## config.mk

```make
export PLATFORM = sky130hd
export DESIGN_NAME = uart_tx_arbiter_flat
export DESIGN_NICKNAME = d
export VERILOG_FILES = /design/src/rtl/uart_tx_arbiter_if.sv /design/src/rtl/uart_tx_arbiter.sv /design/src/flat_wrapper.sv
export SDC_FILE = /design/constraint.sdc
export NUM_CORES = 1
export LEC_CHECK = 0
export BUFFER_PORTS_ARGS = -buffer_cell sky130_fd_sc_hd__buf_2
export CAP_MARGIN = 20
export CORE_UTILIZATION = 35
export DETAILED_ROUTE_END_ITERATION = 10
export PLACE_DENSITY = 0.6
export SYNTH_ARGS = -nofsm -noshare
export SYNTH_HDL_FRONTEND = slang
export SYNTH_SLANG_ARGS = --single-unit
export TNS_END_PERCENT = 100
```

## constraint.sdc

```tcl
create_clock -name clk -period 4 [get_ports clk]
set_clock_uncertainty 0.2 [all_clocks]
set_input_delay 0 -clock clk [delete_from_list [all_inputs] [get_ports clk]]
set_output_delay 0 -clock clk [all_outputs]
set_load 0.02 [all_outputs]
```

## src/rtl/uart_tx_arbiter_if.sv

```systemverilog
// Handshake bundle between two byte requesters, the arbiter and a UART transmitter.
interface uart_tx_arbiter_if;
   logic       req0_valid;
   logic [7:0] req0_data;
   logic       req0_lock;
   logic       req0_ready;
   logic       req1_valid;
   logic [7:0] req1_data;
   logic       req1_lock;
   logic       req1_ready;
   logic [7:0] tx_data;
   logic       tx_start;
   logic       tx_busy;
   logic       owner;
   logic       locked;
   logic       tx_err;

   modport master (
      output req0_valid, req0_data, req0_lock, req1_valid, req1_data, req1_lock, tx_busy,
      input  req0_ready, req1_ready, tx_data, tx_start, owner, locked, tx_err
   );

   modport slave (
      input  req0_valid, req0_data, req0_lock, req1_valid, req1_data, req1_lock, tx_busy,
      output req0_ready, req1_ready, tx_data, tx_start, owner, locked, tx_err
   );
endinterface

```

## src/rtl/uart_tx_arbiter.sv

```systemverilog
// Two-requester round-robin arbiter feeding one UART transmitter, with
// multi-byte ownership lock and a start-to-busy timeout.
module uart_tx_arbiter (
   input  logic             clk,
   input  logic             rst_n,
   uart_tx_arbiter_if.slave bus
);
   typedef enum logic [1:0] {IDLE, WAIT_BUSY, WAIT_DONE} state_t;

   state_t     state;
   logic [2:0] timeout;
   logic [7:0] tx_data_q;
   logic       tx_start_q;
   logic       owner_q;
   logic       locked_q;
   logic       tx_err_q;

   logic       cand0, cand1, grant0, grant1, can_accept, own_valid, own_lock;

   always_comb begin
      cand0      = bus.req0_valid && (!locked_q || !owner_q);
      cand1      = bus.req1_valid && (!locked_q || owner_q);
      // On a tie the requester that did not send last wins.
      grant0     = cand0 && (!cand1 || owner_q);
      grant1     = cand1 && (!cand0 || !owner_q);
      can_accept = rst_n && (state == IDLE) && !bus.tx_busy;
      own_valid  = owner_q ? bus.req1_valid : bus.req0_valid;
      own_lock   = owner_q ? bus.req1_lock  : bus.req0_lock;
   end

   assign bus.req0_ready = can_accept && grant0;
   assign bus.req1_ready = can_accept && grant1;
   assign bus.tx_data    = tx_data_q;
   assign bus.tx_start   = tx_start_q;
   assign bus.owner      = owner_q;
   assign bus.locked     = locked_q;
   assign bus.tx_err     = tx_err_q;

   always_ff @(posedge clk or negedge rst_n) begin
      if (!rst_n) begin
         state      <= IDLE;
         timeout    <= '0;
         tx_data_q  <= '0;
         tx_start_q <= 1'b0;
         owner_q    <= 1'b1;
         locked_q   <= 1'b0;
         tx_err_q   <= 1'b0;
      end else begin
         tx_start_q <= 1'b0;
         tx_err_q   <= 1'b0;
         case (state)
            IDLE: begin
               if (can_accept && (grant0 || grant1)) begin
                  tx_data_q  <= grant1 ? bus.req1_data : bus.req0_data;
                  owner_q    <= grant1;
                  locked_q   <= grant1 ? bus.req1_lock : bus.req0_lock;
                  tx_start_q <= 1'b1;
                  timeout    <= '0;
                  state      <= WAIT_BUSY;
               end else if (locked_q && !own_valid && !own_lock) begin
                  // Owner walked away from its string: release the lock.
                  locked_q <= 1'b0;
               end
            end
            WAIT_BUSY: begin
               if (bus.tx_busy) begin
                  state <= WAIT_DONE;
               end else if (timeout == 3'd7) begin
                  tx_err_q <= 1'b1;
                  locked_q <= 1'b0;
                  state    <= IDLE;
               end else begin
                  timeout <= timeout + 3'd1;
               end
            end
            WAIT_DONE: begin
               if (!bus.tx_busy) state <= IDLE;
            end
            default: state <= IDLE;
         endcase
      end
   end
endmodule

```

## src/flat_wrapper.sv

```systemverilog
// flat-port wrapper written by rule: the top's interface ports become plain ports
module uart_tx_arbiter_flat 
  (clk, rst_n, bus_req0_valid, bus_req0_data, bus_req0_lock, bus_req1_valid, bus_req1_data, bus_req1_lock, bus_tx_busy, bus_req0_ready, bus_req1_ready, bus_tx_data, bus_tx_start, bus_owner, bus_locked, bus_tx_err);
  uart_tx_arbiter_if bus_i ();
  input  logic clk;
  input  logic rst_n;
  input wire logic [$bits(bus_i.req0_valid)-1:0] bus_req0_valid;
  input wire logic [$bits(bus_i.req0_data)-1:0] bus_req0_data;
  input wire logic [$bits(bus_i.req0_lock)-1:0] bus_req0_lock;
  input wire logic [$bits(bus_i.req1_valid)-1:0] bus_req1_valid;
  input wire logic [$bits(bus_i.req1_data)-1:0] bus_req1_data;
  input wire logic [$bits(bus_i.req1_lock)-1:0] bus_req1_lock;
  input wire logic [$bits(bus_i.tx_busy)-1:0] bus_tx_busy;
  output wire logic [$bits(bus_i.req0_ready)-1:0] bus_req0_ready;
  output wire logic [$bits(bus_i.req1_ready)-1:0] bus_req1_ready;
  output wire logic [$bits(bus_i.tx_data)-1:0] bus_tx_data;
  output wire logic [$bits(bus_i.tx_start)-1:0] bus_tx_start;
  output wire logic [$bits(bus_i.owner)-1:0] bus_owner;
  output wire logic [$bits(bus_i.locked)-1:0] bus_locked;
  output wire logic [$bits(bus_i.tx_err)-1:0] bus_tx_err;
  assign bus_i.req0_valid = bus_req0_valid;
  assign bus_i.req0_data = bus_req0_data;
  assign bus_i.req0_lock = bus_req0_lock;
  assign bus_i.req1_valid = bus_req1_valid;
  assign bus_i.req1_data = bus_req1_data;
  assign bus_i.req1_lock = bus_req1_lock;
  assign bus_i.tx_busy = bus_tx_busy;
  assign bus_req0_ready = bus_i.req0_ready;
  assign bus_req1_ready = bus_i.req1_ready;
  assign bus_tx_data = bus_i.tx_data;
  assign bus_tx_start = bus_i.tx_start;
  assign bus_owner = bus_i.owner;
  assign bus_locked = bus_i.locked;
  assign bus_tx_err = bus_i.tx_err;
  uart_tx_arbiter u_core (.clk(clk), .rst_n(rst_n), .bus(bus_i));
endmodule
```

==> results of run 1 <==
-- power groups by stage --
stage	sequential, mW	combinational, mW	clock, mW
CTS	0.319	0.469	0.0994
floorplan	0.348	0.253	0
finish	0.320	0.474	0.0945
global route	0.332	0.531	0.105
detailed placement	0.323	0.370	0
global placement	0.318	0.363	0
-- cell usage in the layout, fill, tap and decap left out, drive strengths merged --
cell type	count
a211oi	1
a21o	1
a21oi	4
a221o	2
and2	2
buf	37
clkbuf	4
dfrtp	16
dfstp	1
dlygate4sd3	30
ha	2
inv	3
mux2i	9
nand2	8
nand2b	2
nand3	1
nor2	5
nor3	3
nor3b	1
o2111ai	2
o211ai	2
o21ai	17
o221ai	1
or2	1
or3b	1
xnor2	1
-- kinds of logic after synthesis --
family / Yosys count
AOI/OAI and AO/OA: 30
xor gates and xnor gates: 1
adders and majority gates: 2
buffers and inverters: 7
DFF: 17
muxes: 9
and+or+nand+nor: 24
-- metrics by stage --
stage / cells / cell area, sq um / worst slack [ns] / utilization
2_1_floorplan: 90 / 935 / 2.16 / -
3_3_place_gp: 152 / 1120 / 1.77 / 0.447
3_5_place_dp: 152 / 1120 / 1.72 / 0.447
4_1_cts: 186 / 1440 / 0.642 / 0.578
5_1_grt: 187 / 1450 / 0.936 / 0.581
6_report: 187 / 1450 / 1.07 / 0.581
-- state kept, by name, summed over array words and instances, names as in the netlist --
register and count:
u_core.bus.tx_err 1, u_core.bus.tx_data 8, u_core.state 2, u_core.bus.locked 1
u_core.timeout 3, u_core.bus.owner 1, u_core.bus.tx_start 1
-- routing by layer --
metal / vias to the layer above / track usage / part of all wire
met5: - / 0 / 0
met4: 0 / 0.0789 / 0.011
met3: 2 / 0.0254 / 0.038
met2: 26 / 0.317 / 0.52
met1: 462 / 0.233 / 0.43
li1: 466 / - / -
-- path summary, 6_finish.rpt --
kind,to,slack [ns],cells after the start
max reg2reg,u_core.bus.tx_data[2],1.07,7
max,u_core.bus.tx_data[2],1.07,7
min,u_core.bus.owner,0.04,2
max in group asynchronous,u_core.timeout[1],2.40,3
min reg2reg,u_core.timeout[2],0.35,1
min in group clk,u_core.bus.owner,0.04,4
-- worst register-to-register path: cells and delay by family, from the launching register on --
| kind | cells | cell delay (ns) |
|---|---|---|
| AOI/OAI and AO/OA | 2 | 0.35 |
| buffers and inverters | 3 | 1.39 |
| DFF | 1 | 0.60 |
| muxes | 1 | 0.21 |
| and+or+nand+nor | 1 | 0.07 |
-- area by class of cell --
type | instances | area (sq um) | share of cell area
sequential | 17 | 427 | 0.294
multi-input combinational | 66 | 462 | 0.318
inverter | 3 | 11.3 | 0.00776
timing repair buffer | 67 | 488 | 0.336
tap | 30 | 37.5 | 0.0259
clock buffer | 4 | 26.3 | 0.0181
==> results_tabular.tex, run 1 <==
\begin{tabular}{lr}
\hline
Metric & Value \\
\hline
\multicolumn{2}{l}{\textbf{Outcome}} \\
Outcome & finished, final reports clean \\
\multicolumn{2}{l}{\textbf{Synthesis}} \\
Share of Yosys cell area claimed by the top area cell type & 0.428 \\
Share of synthesized registers carrying an async set or reset & 1.00 \\
Prevailing post-synth register cell & sky130\_fd\_sc\_hd\_\_dfrtp\_1 \\
Post-Synthesis Mean Instance Area & about 10 sq um \\
Most area-consuming cells after synthesis & sky130\_fd\_sc\_hd\_\_dfrtp\_1, sky130\_fd\_sc\_hd\_\_mux2i\_1, sky130\_fd\_sc\_hd\_\_o21ai\_0 \\
Net Count, Synth & around 120 \\
Number of synthesized flops with an enable pin & 0 \\
Count of unique library cells instantiated by Yosys & 30 \\
Synth Area in XOR/XNOR & 0.00937 \\
Synth Area in Adders & 0.0268 \\
Library cell with the largest summed area after synthesis & sky130\_fd\_sc\_hd\_\_dfrtp\_1 \\
Yosys warning total & 0 \\
Area fraction in compound gates after synthesis & 0.217 \\
Dominant combinational cell family by area after synthesis & compound AO/OA/AOI/OAI gates \\
Flip-flop and latch count after synthesis & 17 \\
Cell with the most instances after synthesis & sky130\_fd\_sc\_hd\_\_dfrtp\_1 \\
Multiplexer area fraction after synthesis & 0.0964 \\
Synth cell count leaders & sky130\_fd\_sc\_hd\_\_dfrtp\_1, sky130\_fd\_sc\_hd\_\_mux2i\_1, sky130\_fd\_sc\_hd\_\_o21ai\_0 \\
Simple-gate share of the synthesized area & 0.145 \\
Post-Syn Area & 935 sq um \\
Sequential cell area fraction in the yosys report & 0.456 \\
Synth Instances & 90 \\
\multicolumn{2}{l}{\textbf{Power and ir drop}} \\
Peak supply drop & roughly 0.32 mV \\
Power Total & between 800 and 900 uW \\
Power density cells & 612 mW/mm\^{}2 \\
Switching Power & about 360 uW \\
Share of power burned in combinational logic & 0.533 \\
Switching part of the total power & 0.404 \\
Cell leakage power & 0.722 nW \\
Part of the total power dissipated in sequential elements & 0.360 \\
Cell-internal power & 529 uW \\
Clock network fraction of total power & 0.106 \\
\multicolumn{2}{l}{\textbf{Final layout}} \\
Number of diodes & 0 \\
Fraction of final layout cells with drive strength greater than 1 & 0.293 \\
Layout overhead on the synthesized area & 55.3\% \\
Count of fill cells added during filler insertion & 229 \\
Fin nets & 183 \\
\multicolumn{2}{l}{\textbf{Global route}} \\
Number of global-route vias before repair & approximately 870 \\
Final global-route overflow total & 0 \\
Antenna violations before repair & 0 \\
Total Routing Usage GR & 0.186 \\
Global-route wire length before repair & a little under 4000 um \\
Pin count of the biggest net entering global routing & 17 \\
\multicolumn{2}{l}{\textbf{Floorplan}} \\
Effective utilization at floorplan & 0.374 \\
Total core area & $\sim$0.0025 sq mm \\
Top-level I/O count & 37 \\
Std cell rows & 18 \\
Width of the die & 53.7 um \\
Die boundary height & $\sim$54 um \\
Overall die area & just under 0.003 sq mm \\
\multicolumn{2}{l}{\textbf{Setup path}} \\
Arrival time at the worst endpoint & about 2.9 ns \\
Worst setup path startpoint & u\_core.bus.owner \\
Source of the worst register-to-register timing path & u\_core.bus.owner \\
Worst path buffer plus inverter count & 3 \\
CP max stage cell & sky130\_fd\_sc\_hd\_\_dfstp\_2 \\
Worst setup EP type & flip-flop \\
Cell type group with the largest total delay on the critical path & buffers and inverters \\
Most frequent CP cell & sky130\_fd\_sc\_hd\_\_dlygate4sd3\_1 \\
Critical path fanouts, max & 8 \\
Start-to-end type of the worst setup path & reg -> reg \\
Crit path cell chain & nand2\_1 -> o211ai\_1 -> buf\_4 -> mux2i\_1 -> dlygate4sd3\_1 -> o21ai\_1 -> dlygate4sd3\_1 \\
Required time at the endpoint of the critical path & 3.98 ns \\
Crit path launch type & flip-flop \\
Largest stage delay, worst path & roughly 0.60 ns \\
\multicolumn{2}{l}{\textbf{Clocking}} \\
Number of instances resized during post-cts repair & 0 \\
Number of buffers added to fix hold violations after cts & 30 \\
Clock root cell & sky130\_fd\_sc\_hd\_\_clkbuf\_4 \\
Maximum level of the CTS H-tree & 1 \\
CTS Buf Count & 3 \\
Clock-pin transition on the worst setup and hold timing paths & $\sim$0.10 ns \\
Clock tree from TritonCTS & done \\
Clock network latency to the later pin of the worst-skew pair & around 0.29 ns \\
Buffers inserted by post-CTS timing repair & 0 \\
Clk sink count & 17 \\
Maximum buffer depth of the clock tree & 2 \\
\multicolumn{2}{l}{\textbf{Drt}} \\
Detail-routed via count per cell & approximately 5 \\
1st-iter DRT viols & 17 \\
DR WL/cell & $\sim$13 um \\
Final antenna-violating net count & 0 \\
Vias after detailed routing & 956 \\
TritonRoute pass-1 iters & 4 \\
Count of unresolved DRC violations after routing & 0 \\
Routed wire length & about 2400 um \\
\multicolumn{2}{l}{\textbf{STA}} \\
Number of failing setup endpoints in the final timing report & 0 \\
Hold Vio Cnt, Final & 0 \\
Max Fclk & about 340 MHz \\
Final slew viol count & 0 \\
Setup repair after global routing missed its margin & no \\
Slew of the pin with the lowest slew margin & around 0.74 ns \\
Post-layout minimum cycle time & 2.93 ns \\
Hold WS & about 0.037 ns \\
Share of the clock period used by the worst path & 0.733 \\
Sum of negative setup slack & 0 ns \\
Worst rel slew slack & 0.504 \\
\multicolumn{2}{l}{\textbf{Placement}} \\
\# port buffers & 36 \\
Detail Placement HPWL & $\sim$1400 um \\
Final weighted congestion in routability-driven placement & slightly above 0.7 \\
\multicolumn{2}{l}{\textbf{Job}} \\
Reported max-cap violation count & 0 \\
\multicolumn{2}{l}{\textbf{Worst hold path}} \\
Path class of the lowest-slack min-delay path & in -> async \\
\hline
\end{tabular}
Power figures use the tool's default switching activity.
==> run 2, diff against run 1 <==
--- a/config.mk
+++ b/config.mk
@@ -5,6 +5,7 @@
 export SDC_FILE = /design/constraint.sdc
 export NUM_CORES = 1
 export LEC_CHECK = 0
+export ABC_AREA = 1
 export BUFFER_PORTS_ARGS = -buffer_cell sky130_fd_sc_hd__buf_2
 export CAP_MARGIN = 20
 export CORE_UTILIZATION = 35
==> constraint.sdc (replaced) <==
create_clock -name clk -period 2.9 [get_ports clk]
set_clock_uncertainty 0.2 [all_clocks]
set_input_delay 0 -clock clk [delete_from_list [all_inputs] [get_ports clk]]
set_output_delay 0 -clock clk [all_outputs]
set_load 0.02 [all_outputs]
==> run 2 against run 1 <==
  * Sequential power is 27% higher
  * Cell area is 5.3% lower
  * Sequential cell count stayed put
  * Non-clock buffer count is 7 lower
  * Clock power is 28% higher
  * Wire length is 1.1% lower
  * Largest cell class is now sequential cells
  * Synthesized area is 2.3% lower
  * Setup slack worse by 0.69 ns
  * Combinational power is 14% higher
==> results_tabular.tex, run 2 <==
\begin{tabular}{lr}
\hline
Metric & Value \\
\hline
\multicolumn{2}{l}{\textbf{Setup path}} \\
Largest stage delay, worst path & 0.56 ns (was 0.60 ns) \\
Most frequent CP cell & sky130\_fd\_sc\_hd\_\_dlygate4sd3\_1 (unchanged) \\
Crit path cell chain & dlygate4sd3\_1 -> dlygate4sd3\_1 -> buf\_2 -> nand3\_1 -> inv\_1 -> nand2\_2 -> inv\_2 -> o211ai\_2 -> dlygate4sd3\_1 -> nand2\_1 (was nand2\_1 -> o211ai\_1 -> buf\_4 -> mux2i\_1 -> dlygate4sd3\_1 -> o21ai\_1 -> dlygate4sd3\_1) \\
Source of the worst register-to-register timing path & u\_core.bus.owner (unchanged) \\
Start-to-end type of the worst setup path & in -> reg (was reg -> reg) \\
Arrival time at the worst endpoint & 2.50 ns (was 2.91 ns) \\
Worst setup EP type & flip-flop (unchanged) \\
Crit path launch type & input pin (was flip-flop) \\
Critical path fanouts, max & 12 (was 8) \\
CP max stage cell & sky130\_fd\_sc\_hd\_\_dlygate4sd3\_1 (was sky130\_fd\_sc\_hd\_\_dfstp\_2) \\
Worst setup path startpoint & rst\_n (was u\_core.bus.owner) \\
Required time at the endpoint of the critical path & 2.87 ns (was 3.98 ns) \\
\multicolumn{2}{l}{\textbf{Drt}} \\
Vias after detailed routing & 990 (was 956) \\
DR WL/cell & 10.8 um (was 12.6 um) \\
Final antenna-violating net count & 0 (unchanged) \\
Count of unresolved DRC violations after routing & 0 (unchanged) \\
TritonRoute pass-1 iters & 4 (unchanged) \\
1st-iter DRT viols & 14 (was 17) \\
Routed wire length & 2330 um (was 2360 um) \\
Detail-routed via count per cell & 4.58 (was 5.11) \\
\multicolumn{2}{l}{\textbf{Power and ir drop}} \\
Peak supply drop & 0.401 mV (was 0.317 mV) \\
Power Total & 1.07 mW (was 888 uW) \\
Cell leakage power & 0.785 nW (was 0.722 nW) \\
Power density cells & 777 mW/mm\^{}2 (was 612 mW/mm\^{}2) \\
\multicolumn{2}{l}{\textbf{Clocking}} \\
Clock network latency to the later pin of the worst-skew pair & 0.28 ns (was 0.29 ns) \\
Clock root cell & sky130\_fd\_sc\_hd\_\_clkbuf\_4 (unchanged) \\
CTS Buf Count & 3 (unchanged) \\
Maximum buffer depth of the clock tree & 2 (unchanged) \\
Clock tree from TritonCTS & done (unchanged) \\
Buffers inserted by post-CTS timing repair & 0 (unchanged) \\
Maximum level of the CTS H-tree & 1 (unchanged) \\
Clock-pin transition on the worst setup and hold timing paths & 0.09 ns (was 0.10 ns) \\
Clk sink count & 17 (unchanged) \\
\multicolumn{2}{l}{\textbf{Synthesis}} \\
Yosys warning total & 0 (unchanged) \\
Sequential cell area fraction in the yosys report & 0.467 (was 0.456) \\
Most area-consuming cells after synthesis & sky130\_fd\_sc\_hd\_\_dfrtp\_1, sky130\_fd\_sc\_hd\_\_nand2\_1, sky130\_fd\_sc\_hd\_\_inv\_1 (was sky130\_fd\_sc\_hd\_\_dfrtp\_1, sky130\_fd\_sc\_hd\_\_mux2i\_1, sky130\_fd\_sc\_hd\_\_o21ai\_0) \\
Number of synthesized flops with an enable pin & 0 (unchanged) \\
Cell with the most instances after synthesis & sky130\_fd\_sc\_hd\_\_nand2\_1 (was sky130\_fd\_sc\_hd\_\_dfrtp\_1) \\
Flip-flop and latch count after synthesis & 17 (unchanged) \\
Share of Yosys cell area claimed by the top area cell type & 0.438 (was 0.428) \\
Synth Instances & 124 (was 90) \\
Post-Synthesis Mean Instance Area & 7.37 sq um (was 10.4 sq um) \\
Library cell with the largest summed area after synthesis & sky130\_fd\_sc\_hd\_\_dfrtp\_1 (unchanged) \\
Prevailing post-synth register cell & sky130\_fd\_sc\_hd\_\_dfrtp\_1 (unchanged) \\
Post-Syn Area & 913 sq um (was 935 sq um) \\
Count of unique library cells instantiated by Yosys & 17 (was 30) \\
Synth cell count leaders & sky130\_fd\_sc\_hd\_\_nand2\_1, sky130\_fd\_sc\_hd\_\_dfrtp\_1, sky130\_fd\_sc\_hd\_\_inv\_1 (was sky130\_fd\_sc\_hd\_\_dfrtp\_1, sky130\_fd\_sc\_hd\_\_mux2i\_1, sky130\_fd\_sc\_hd\_\_o21ai\_0) \\
Share of synthesized registers carrying an async set or reset & 1.00 (unchanged) \\
Net Count, Synth & 149 (was 115) \\
\multicolumn{2}{l}{\textbf{Placement}} \\
Detail Placement HPWL & 1560 um (was 1440 um) \\
Post-Place Worst Slack & 1.13 ns (was 1.72 ns) \\
Final weighted congestion in routability-driven placement & 0.817 (was 0.707) \\
Cell area after placement & 0.00111 sq mm (was 0.00112 sq mm) \\
\# port buffers & 36 (unchanged) \\
Count of placed standard cells including taps & 188 (was 152) \\
\multicolumn{2}{l}{\textbf{STA}} \\
Max Fclk & roughly 400 MHz \\
Number of failing setup endpoints in the final timing report & 0 (unchanged) \\
Slew of the pin with the lowest slew margin & 0.713 ns (was 0.741 ns) \\
Worst rel slew slack & 0.523 (was 0.504) \\
Final slew viol count & 0 (unchanged) \\
Post-layout minimum cycle time & $\sim$2.5 ns \\
Setup repair after global routing missed its margin & no (unchanged) \\
Sum of negative setup slack & 0 ns (unchanged) \\
Setup WS post-layout & 0.378 ns (was 1.07 ns) \\
Hold WS & 0.0827 ns (was 0.0369 ns) \\
Share of the clock period used by the worst path & 0.870 \\
Hold Vio Cnt, Final & 0 (unchanged) \\
\multicolumn{2}{l}{\textbf{Floorplan}} \\
Std cell rows & 18 (unchanged) \\
Width of the die & 53.1 um (was 53.7 um) \\
Top-level I/O count & 37 (unchanged) \\
Die boundary height & 53.1 um (was 53.7 um) \\
Effective utilization at floorplan & 0.369 (was 0.374) \\
Overall die area & 0.00282 sq mm (was 0.00288 sq mm) \\
Total core area & 0.00248 sq mm (was 0.00250 sq mm) \\
\multicolumn{2}{l}{\textbf{Outcome}} \\
Outcome & finished, final reports clean (unchanged) \\
\multicolumn{2}{l}{\textbf{Final layout}} \\
Highest-count cells in the layout ignoring fill and taps & sky130\_fd\_sc\_hd\_\_nand2\_1, sky130\_fd\_sc\_hd\_\_buf\_2, sky130\_fd\_sc\_hd\_\_dlygate4sd3\_1, sky130\_fd\_sc\_hd\_\_dfrtp\_1, sky130\_fd\_sc\_hd\_\_inv\_1 (was sky130\_fd\_sc\_hd\_\_buf\_2, sky130\_fd\_sc\_hd\_\_dlygate4sd3\_1, sky130\_fd\_sc\_hd\_\_dfrtp\_1, sky130\_fd\_sc\_hd\_\_o21ai\_0, sky130\_fd\_sc\_hd\_\_mux2i\_1) \\
Leading cell type in the layout, fill and taps excluded & sky130\_fd\_sc\_hd\_\_nand2\_1 (was sky130\_fd\_sc\_hd\_\_buf\_2) \\
Fin nets & 212 (was 183) \\
Fraction of final layout cells with drive strength greater than 1 & 0.274 (was 0.293) \\
Count of fill cells added during filler insertion & 238 (was 229) \\
Count of placed standard cells in the final layout, fillers left out & 216 (was 187) \\
Design area & 0.00138 sq mm (was 0.00145 sq mm) \\
Flip-flop count of the largest register after layout & 8 (unchanged) \\
Layout overhead on the synthesized area & 50.5\% (was 55.3\%) \\
Post-Route Utilization & 0.555 (was 0.581) \\
Number of diodes & 0 (unchanged) \\
\multicolumn{2}{l}{\textbf{Global route}} \\
Global-route wire length before repair & 3780 um (was 3860 um) \\
Total Routing Usage GR & 0.185 (was 0.186) \\
Pin count of the biggest net entering global routing & 17 (unchanged) \\
Number of global-route vias before repair & 935 (was 865) \\
Final global-route overflow total & 0 (unchanged) \\
Antenna violations before repair & 0 (unchanged) \\
\multicolumn{2}{l}{\textbf{Worst hold path}} \\
Worst Hold Launch & bus\_req0\_lock \\
Path class of the lowest-slack min-delay path & in -> reg (was in -> async) \\
\multicolumn{2}{l}{\textbf{Job}} \\
Reported max-cap violation count & 0 (unchanged) \\
\hline
\end{tabular}
[run 2: changes by cell type after synthesis, sizes merged, moves of 3 or more]
cell | previous run | this run
nand2 | 8 | 63
inv | 3 | 14
o21ai | 17 | 3
mux2i | 9 | 0
a21oi | 4 | 7
nand3 | 1 | 7
[run 2: logic make-up (layout without fill, tap and decap cells)]
group / after synthesis / after routing / synth area share
AOI/OAI and AO/OA: 11 / 11 / 0.0726
adders and majority gates: 2 / 2 / 0.0274
DFF: 17 / 17 / 0.467
and+or+nand+nor: 78 / 78 / 0.351
buffers and inverters: 16 / 78 / 0.0822
[run 2: critical path: cells and delay by family]
| kind | cells | cell delay (ns) |
|---|---|---|
| buffers and inverters | 6 | 2.00 |
| AND/OR/NAND/NOR | 3 | 0.39 |
| AO/OA/AOI/OAI | 1 | 0.09 |
[run 2: cell type report]
type | count | area, sq um | share of cell area
Tap cell | 30 | 37.5 | 0.0273
Sequential cell | 17 | 427 | 0.310
Clock buffer | 4 | 26.3 | 0.0191
Inverter | 14 | 52.6 | 0.0382
Timing Repair Buffer | 60 | 420 | 0.306
Multi-Input combinational cell | 91 | 412 | 0.299
[run 2: worst paths after layout]
check,cells past startpoint,to,slack (ns)
hold reg to reg,2,u_core.bus.tx_data[1],0.28
min in group asynchronous,3,u_core.bus.owner,0.54
setup reg to reg,8,u_core.bus.tx_data[3],0.50
setup / recovery,10,u_core.bus.locked,0.38
hold / removal,9,u_core.bus.locked,0.08
max in group asynchronous,4,u_core.state[1],0.83
[run 2: timing repair]
action	CTS	global route
resized for setup	0	0
endpoints found under the hold margin	30	0
hold buffers	24	0
[run 2: layer usage]
layer,GRT usage,share of wire
met1,0.215,0.42
met2,0.331,0.51
met3,0.0259,0.058
met4,0.0833,0.010
met5,0,0
[run 2: report_power, final]
| group | internal (mW) | total, mW | switching (mW) |
|---|---|---|---|
| clock network | 0.0533 | 0.121 | 0.0680 |
| registers | 0.339 | 0.407 | 0.0688 |
| logic | 0.216 | 0.540 | 0.324 |
| total | 0.608 | 1.07 | 0.461 |
==> run 3, diff against run 2 <==
--- a/config.mk
+++ b/config.mk
@@ -5,7 +5,6 @@
 export SDC_FILE = /design/constraint.sdc
 export NUM_CORES = 1
 export LEC_CHECK = 0
-export ABC_AREA = 1
 export BUFFER_PORTS_ARGS = -buffer_cell sky130_fd_sc_hd__buf_2
 export CAP_MARGIN = 20
 export CORE_UTILIZATION = 35
==> run 3 against run 2 <==
  * Hold slack worse by 0.030 ns
  * Global-route usage up 0.40 points
  * Power is 15% higher
  * Combinational power grew 23%
  * Sequential share of layout area decreased by 2.0 points
  * Die area up 2.2%
  * Critical path depth shrank 3
  * Sequential power rose by 8.8%
  * Utilization increased by 3.2 points
  * Critical endpoint is now u_core.bus.tx_data[2]
  * Largest cell class is now non-clock buffers
  * Highest routed layer unchanged
==> results_tabular.tex, run 3 (same netlist as run 1, synthesis figures left out) <==
\begin{tabular}{lr}
\hline
Metric & Value \\
\hline
\multicolumn{2}{l}{\textbf{Setup path}} \\
Required time at the endpoint of the critical path & 2.87 ns (about the same) \\
Crit path launch type & flip-flop (was input pin) \\
Register-to-register setup slack & 0.09 ns (was 0.50 ns) \\
Largest stage delay, worst path & 0.60 ns (was 0.56 ns) \\
Worst setup EP type & flip-flop (unchanged) \\
Critical path fanouts, max & 9 (was 12) \\
CP max stage cell & sky130\_fd\_sc\_hd\_\_dfstp\_2 (was sky130\_fd\_sc\_hd\_\_dlygate4sd3\_1) \\
Cell type group with the largest total delay on the critical path & buffers and inverters (unchanged) \\
Arrival time at the worst endpoint & 2.78 ns (was 2.50 ns) \\
Start-to-end type of the worst setup path & reg -> reg (was in -> reg) \\
Most frequent CP cell & sky130\_fd\_sc\_hd\_\_dlygate4sd3\_1 (unchanged) \\
Worst path buffer plus inverter count & 3 (was 6) \\
Crit path cell chain & nand2\_1 -> o211ai\_1 -> buf\_6 -> mux2i\_1 -> dlygate4sd3\_1 -> o21ai\_1 -> dlygate4sd3\_1 (was dlygate4sd3\_1 -> dlygate4sd3\_1 -> buf\_2 -> nand3\_1 -> inv\_1 -> nand2\_2 -> inv\_2 -> o211ai\_2 -> dlygate4sd3\_1 -> nand2\_1) \\
\multicolumn{2}{l}{\textbf{Final layout}} \\
Multi-input gate area in the final layout & 462 sq um (was 412 sq um) \\
Post-Route Utilization & 0.587 (was 0.555) \\
Count of placed standard cells in the final layout, fillers left out & 188 (was 216) \\
Leading cell type in the layout, fill and taps excluded & sky130\_fd\_sc\_hd\_\_buf\_2 (was sky130\_fd\_sc\_hd\_\_nand2\_1) \\
Fraction of final layout cells with drive strength greater than 1 & 0.297 (was 0.274) \\
Count of fill cells added during filler insertion & 208 (was 238) \\
Layout overhead on the synthesized area & 57.0\% (was 50.5\%) \\
Design area & 0.00147 sq mm (was 0.00138 sq mm) \\
Fin nets & 184 (was 212) \\
Flip-flop count of the largest register after layout & 8 (unchanged) \\
Highest-count cells in the layout ignoring fill and taps & sky130\_fd\_sc\_hd\_\_buf\_2, sky130\_fd\_sc\_hd\_\_dlygate4sd3\_1, sky130\_fd\_sc\_hd\_\_dfrtp\_1, sky130\_fd\_sc\_hd\_\_o21ai\_0, sky130\_fd\_sc\_hd\_\_mux2i\_1 (was sky130\_fd\_sc\_hd\_\_nand2\_1, sky130\_fd\_sc\_hd\_\_buf\_2, sky130\_fd\_sc\_hd\_\_dlygate4sd3\_1, sky130\_fd\_sc\_hd\_\_dfrtp\_1, sky130\_fd\_sc\_hd\_\_inv\_1) \\
Number of diodes & 0 (unchanged) \\
Total area of sequential cells & 427 sq um (unchanged) \\
\multicolumn{2}{l}{\textbf{Drt}} \\
Detail-routed via count per cell & 5.00 (was 4.58) \\
TritonRoute pass-1 iters & 4 (unchanged) \\
Final antenna-violating net count & 0 (unchanged) \\
1st-iter DRT viols & 19 (was 14) \\
DR WL/cell & 12.8 um (was 10.8 um) \\
Routed wire length & 2400 um (was 2330 um) \\
Count of unresolved DRC violations after routing & 0 (unchanged) \\
Vias after detailed routing & 940 (was 990) \\
\multicolumn{2}{l}{\textbf{Floorplan}} \\
Width of the die & 53.7 um (was 53.1 um) \\
Overall die area & 0.00288 sq mm (was 0.00282 sq mm) \\
Total core area & 0.00250 sq mm (was 0.00248 sq mm) \\
Die boundary height & 53.7 um (was 53.1 um) \\
Std cell rows & 18 (unchanged) \\
Top-level I/O count & 37 (unchanged) \\
Effective utilization at floorplan & 0.374 (was 0.369) \\
\multicolumn{2}{l}{\textbf{Global route}} \\
Antenna violations before repair & 0 (unchanged) \\
Pin count of the biggest net entering global routing & 17 (unchanged) \\
Final global-route overflow total & 0 (unchanged) \\
Total Routing Usage GR & 0.189 (was 0.185) \\
Global-route wire length before repair & 3830 um (was 3780 um) \\
Number of global-route vias before repair & 859 (was 935) \\
\multicolumn{2}{l}{\textbf{STA}} \\
Final slew viol count & 0 (unchanged) \\
Max Fclk & 356 MHz (was 396 MHz) \\
Slew of the pin with the lowest slew margin & 0.697 ns (was 0.713 ns) \\
Share of the clock period used by the worst path & 0.970 (was 0.870) \\
Sum of negative setup slack & 0 ns (unchanged) \\
Number of failing setup endpoints in the final timing report & 0 (unchanged) \\
Post-layout minimum cycle time & 2.81 ns (was 2.52 ns) \\
Worst rel slew slack & 0.534 (was 0.523) \\
Hold Vio Cnt, Final & 0 (unchanged) \\
\multicolumn{2}{l}{\textbf{Placement}} \\
Count of placed standard cells including taps & 153 (was 188) \\
Cell area after placement & 0.00112 sq mm (was 0.00111 sq mm) \\
Detail Placement HPWL & 1390 um (was 1560 um) \\
\# port buffers & 36 (unchanged) \\
Final weighted congestion in routability-driven placement & 0.693 (was 0.817) \\
\multicolumn{2}{l}{\textbf{Power and ir drop}} \\
Power Total & 1.23 mW (was 1.07 mW) \\
Power density cells & 839 mW/mm\^{}2 (was 777 mW/mm\^{}2) \\
Peak supply drop & 0.549 mV (was 0.401 mV) \\
Cell leakage power & 0.746 nW (was 0.785 nW) \\
\multicolumn{2}{l}{\textbf{Outcome}} \\
Outcome & finished, final reports clean (unchanged) \\
\multicolumn{2}{l}{\textbf{Clocking}} \\
Clock root cell & sky130\_fd\_sc\_hd\_\_clkbuf\_4 (unchanged) \\
Clk sink count & 17 (unchanged) \\
Clock-pin transition on the worst setup and hold timing paths & 0.10 ns (was 0.09 ns) \\
Clock tree from TritonCTS & done (unchanged) \\
Clock network latency to the later pin of the worst-skew pair & 0.29 ns (was 0.28 ns) \\
CTS Buf Count & 3 (unchanged) \\
Maximum buffer depth of the clock tree & 2 (unchanged) \\
Maximum level of the CTS H-tree & 1 (unchanged) \\
\multicolumn{2}{l}{\textbf{Worst hold path}} \\
Path class of the lowest-slack min-delay path & in -> async (was in -> reg) \\
\multicolumn{2}{l}{\textbf{Job}} \\
Reported max-cap violation count & 0 (unchanged) \\
\hline
\end{tabular}
## run 3: cell count changes in the layout (fill, tap and decap cells not counted), moves of 3 or more
cell | before | now
sky130_fd_sc_hd__nand3_1 | 6 | 1
sky130_fd_sc_hd__inv_2 | 3 | 0
sky130_fd_sc_hd__o21ai_0 | 2 | 9
sky130_fd_sc_hd__o21ai_1 | 0 | 8
sky130_fd_sc_hd__nand2_1 | 60 | 8
sky130_fd_sc_hd__inv_1 | 11 | 3
sky130_fd_sc_hd__a21oi_1 | 7 | 3
sky130_fd_sc_hd__nand2_2 | 3 | 0
sky130_fd_sc_hd__dlygate4sd3_1 | 24 | 28
sky130_fd_sc_hd__mux2i_1 | 0 | 9
## run 3: path summary, 6_finish.rpt
check / startpoint / endpoint / cells after the start
min in group clk: bus_req0_valid / bus_req0_ready / 4
worst max register to register: u_core.bus.owner / u_core.bus.tx_data[2] / 7
worst max-delay path: u_core.bus.owner / u_core.bus.tx_data[2] / 7
worst min register to register: u_core.timeout[1] / u_core.timeout[1] / 1
worst min-delay path: rst_n / u_core.bus.owner / 2
max in group asynchronous: rst_n / u_core.bus.tx_data[5] / 3
## run 3: repair_timing
action / CTS / global route
resized for setup: 0 / 3
setup endpoints to repair: 0 / 8
hold buffers: 30 / 0
setup buffers: 0 / 1
hold endpoints to repair: 29 / 0
## run 3: cell type report
class                      instances  area share
clock buffer                       4      0.0179
timing repair buffer              68       0.344
sequential                        17       0.291
inverter                           3     0.00767
multi-input combinational         66       0.315
tap                               30      0.0256
## run 3: per-stage QoR
step / setup WS (ns) / hold slack, ns
after floorplan: 1.06 / -0.496
after global routing: -0.000964 / 0.0607
final: 0.0884 / 0.0524
after global placement: 0.978 / -0.229
after detailed placement: 0.954 / -0.226
after CTS: 0.0679 / 0.0419
## run 3: power breakdown
part	internal [mW]	leakage, nW	switching [mW]	total, mW
combinational	0.345	0.516	0.318	0.663
clock	0.0534	0.0150	0.0706	0.124
sequential	0.339	0.215	0.104	0.443
total	0.738	0.746	0.493	1.23
## run 3: worst register-to-register path: stages, from the launching register on
cell	delay [ns]
sky130_fd_sc_hd__dfstp_2	0.60
sky130_fd_sc_hd__nand2_1	0.07
sky130_fd_sc_hd__o211ai_1	0.24
sky130_fd_sc_hd__buf_6	0.21
sky130_fd_sc_hd__mux2i_1	0.20
sky130_fd_sc_hd__dlygate4sd3_1	0.56
sky130_fd_sc_hd__o21ai_1	0.06
sky130_fd_sc_hd__dlygate4sd3_1	0.56
## run 3: per-layer routing
| layer | GRT usage | vias to the layer above | share of wire |
|---|---|---|---|
| li1 | - | 468 | - |
| met2 | 0.329 | 28 | 0.51 |
| met5 | 0 | - | 0 |
| met4 | 0.0614 | 0 | 0.011 |
| met1 | 0.220 | 442 | 0.43 |
| met3 | 0.0537 | 2 | 0.051 |
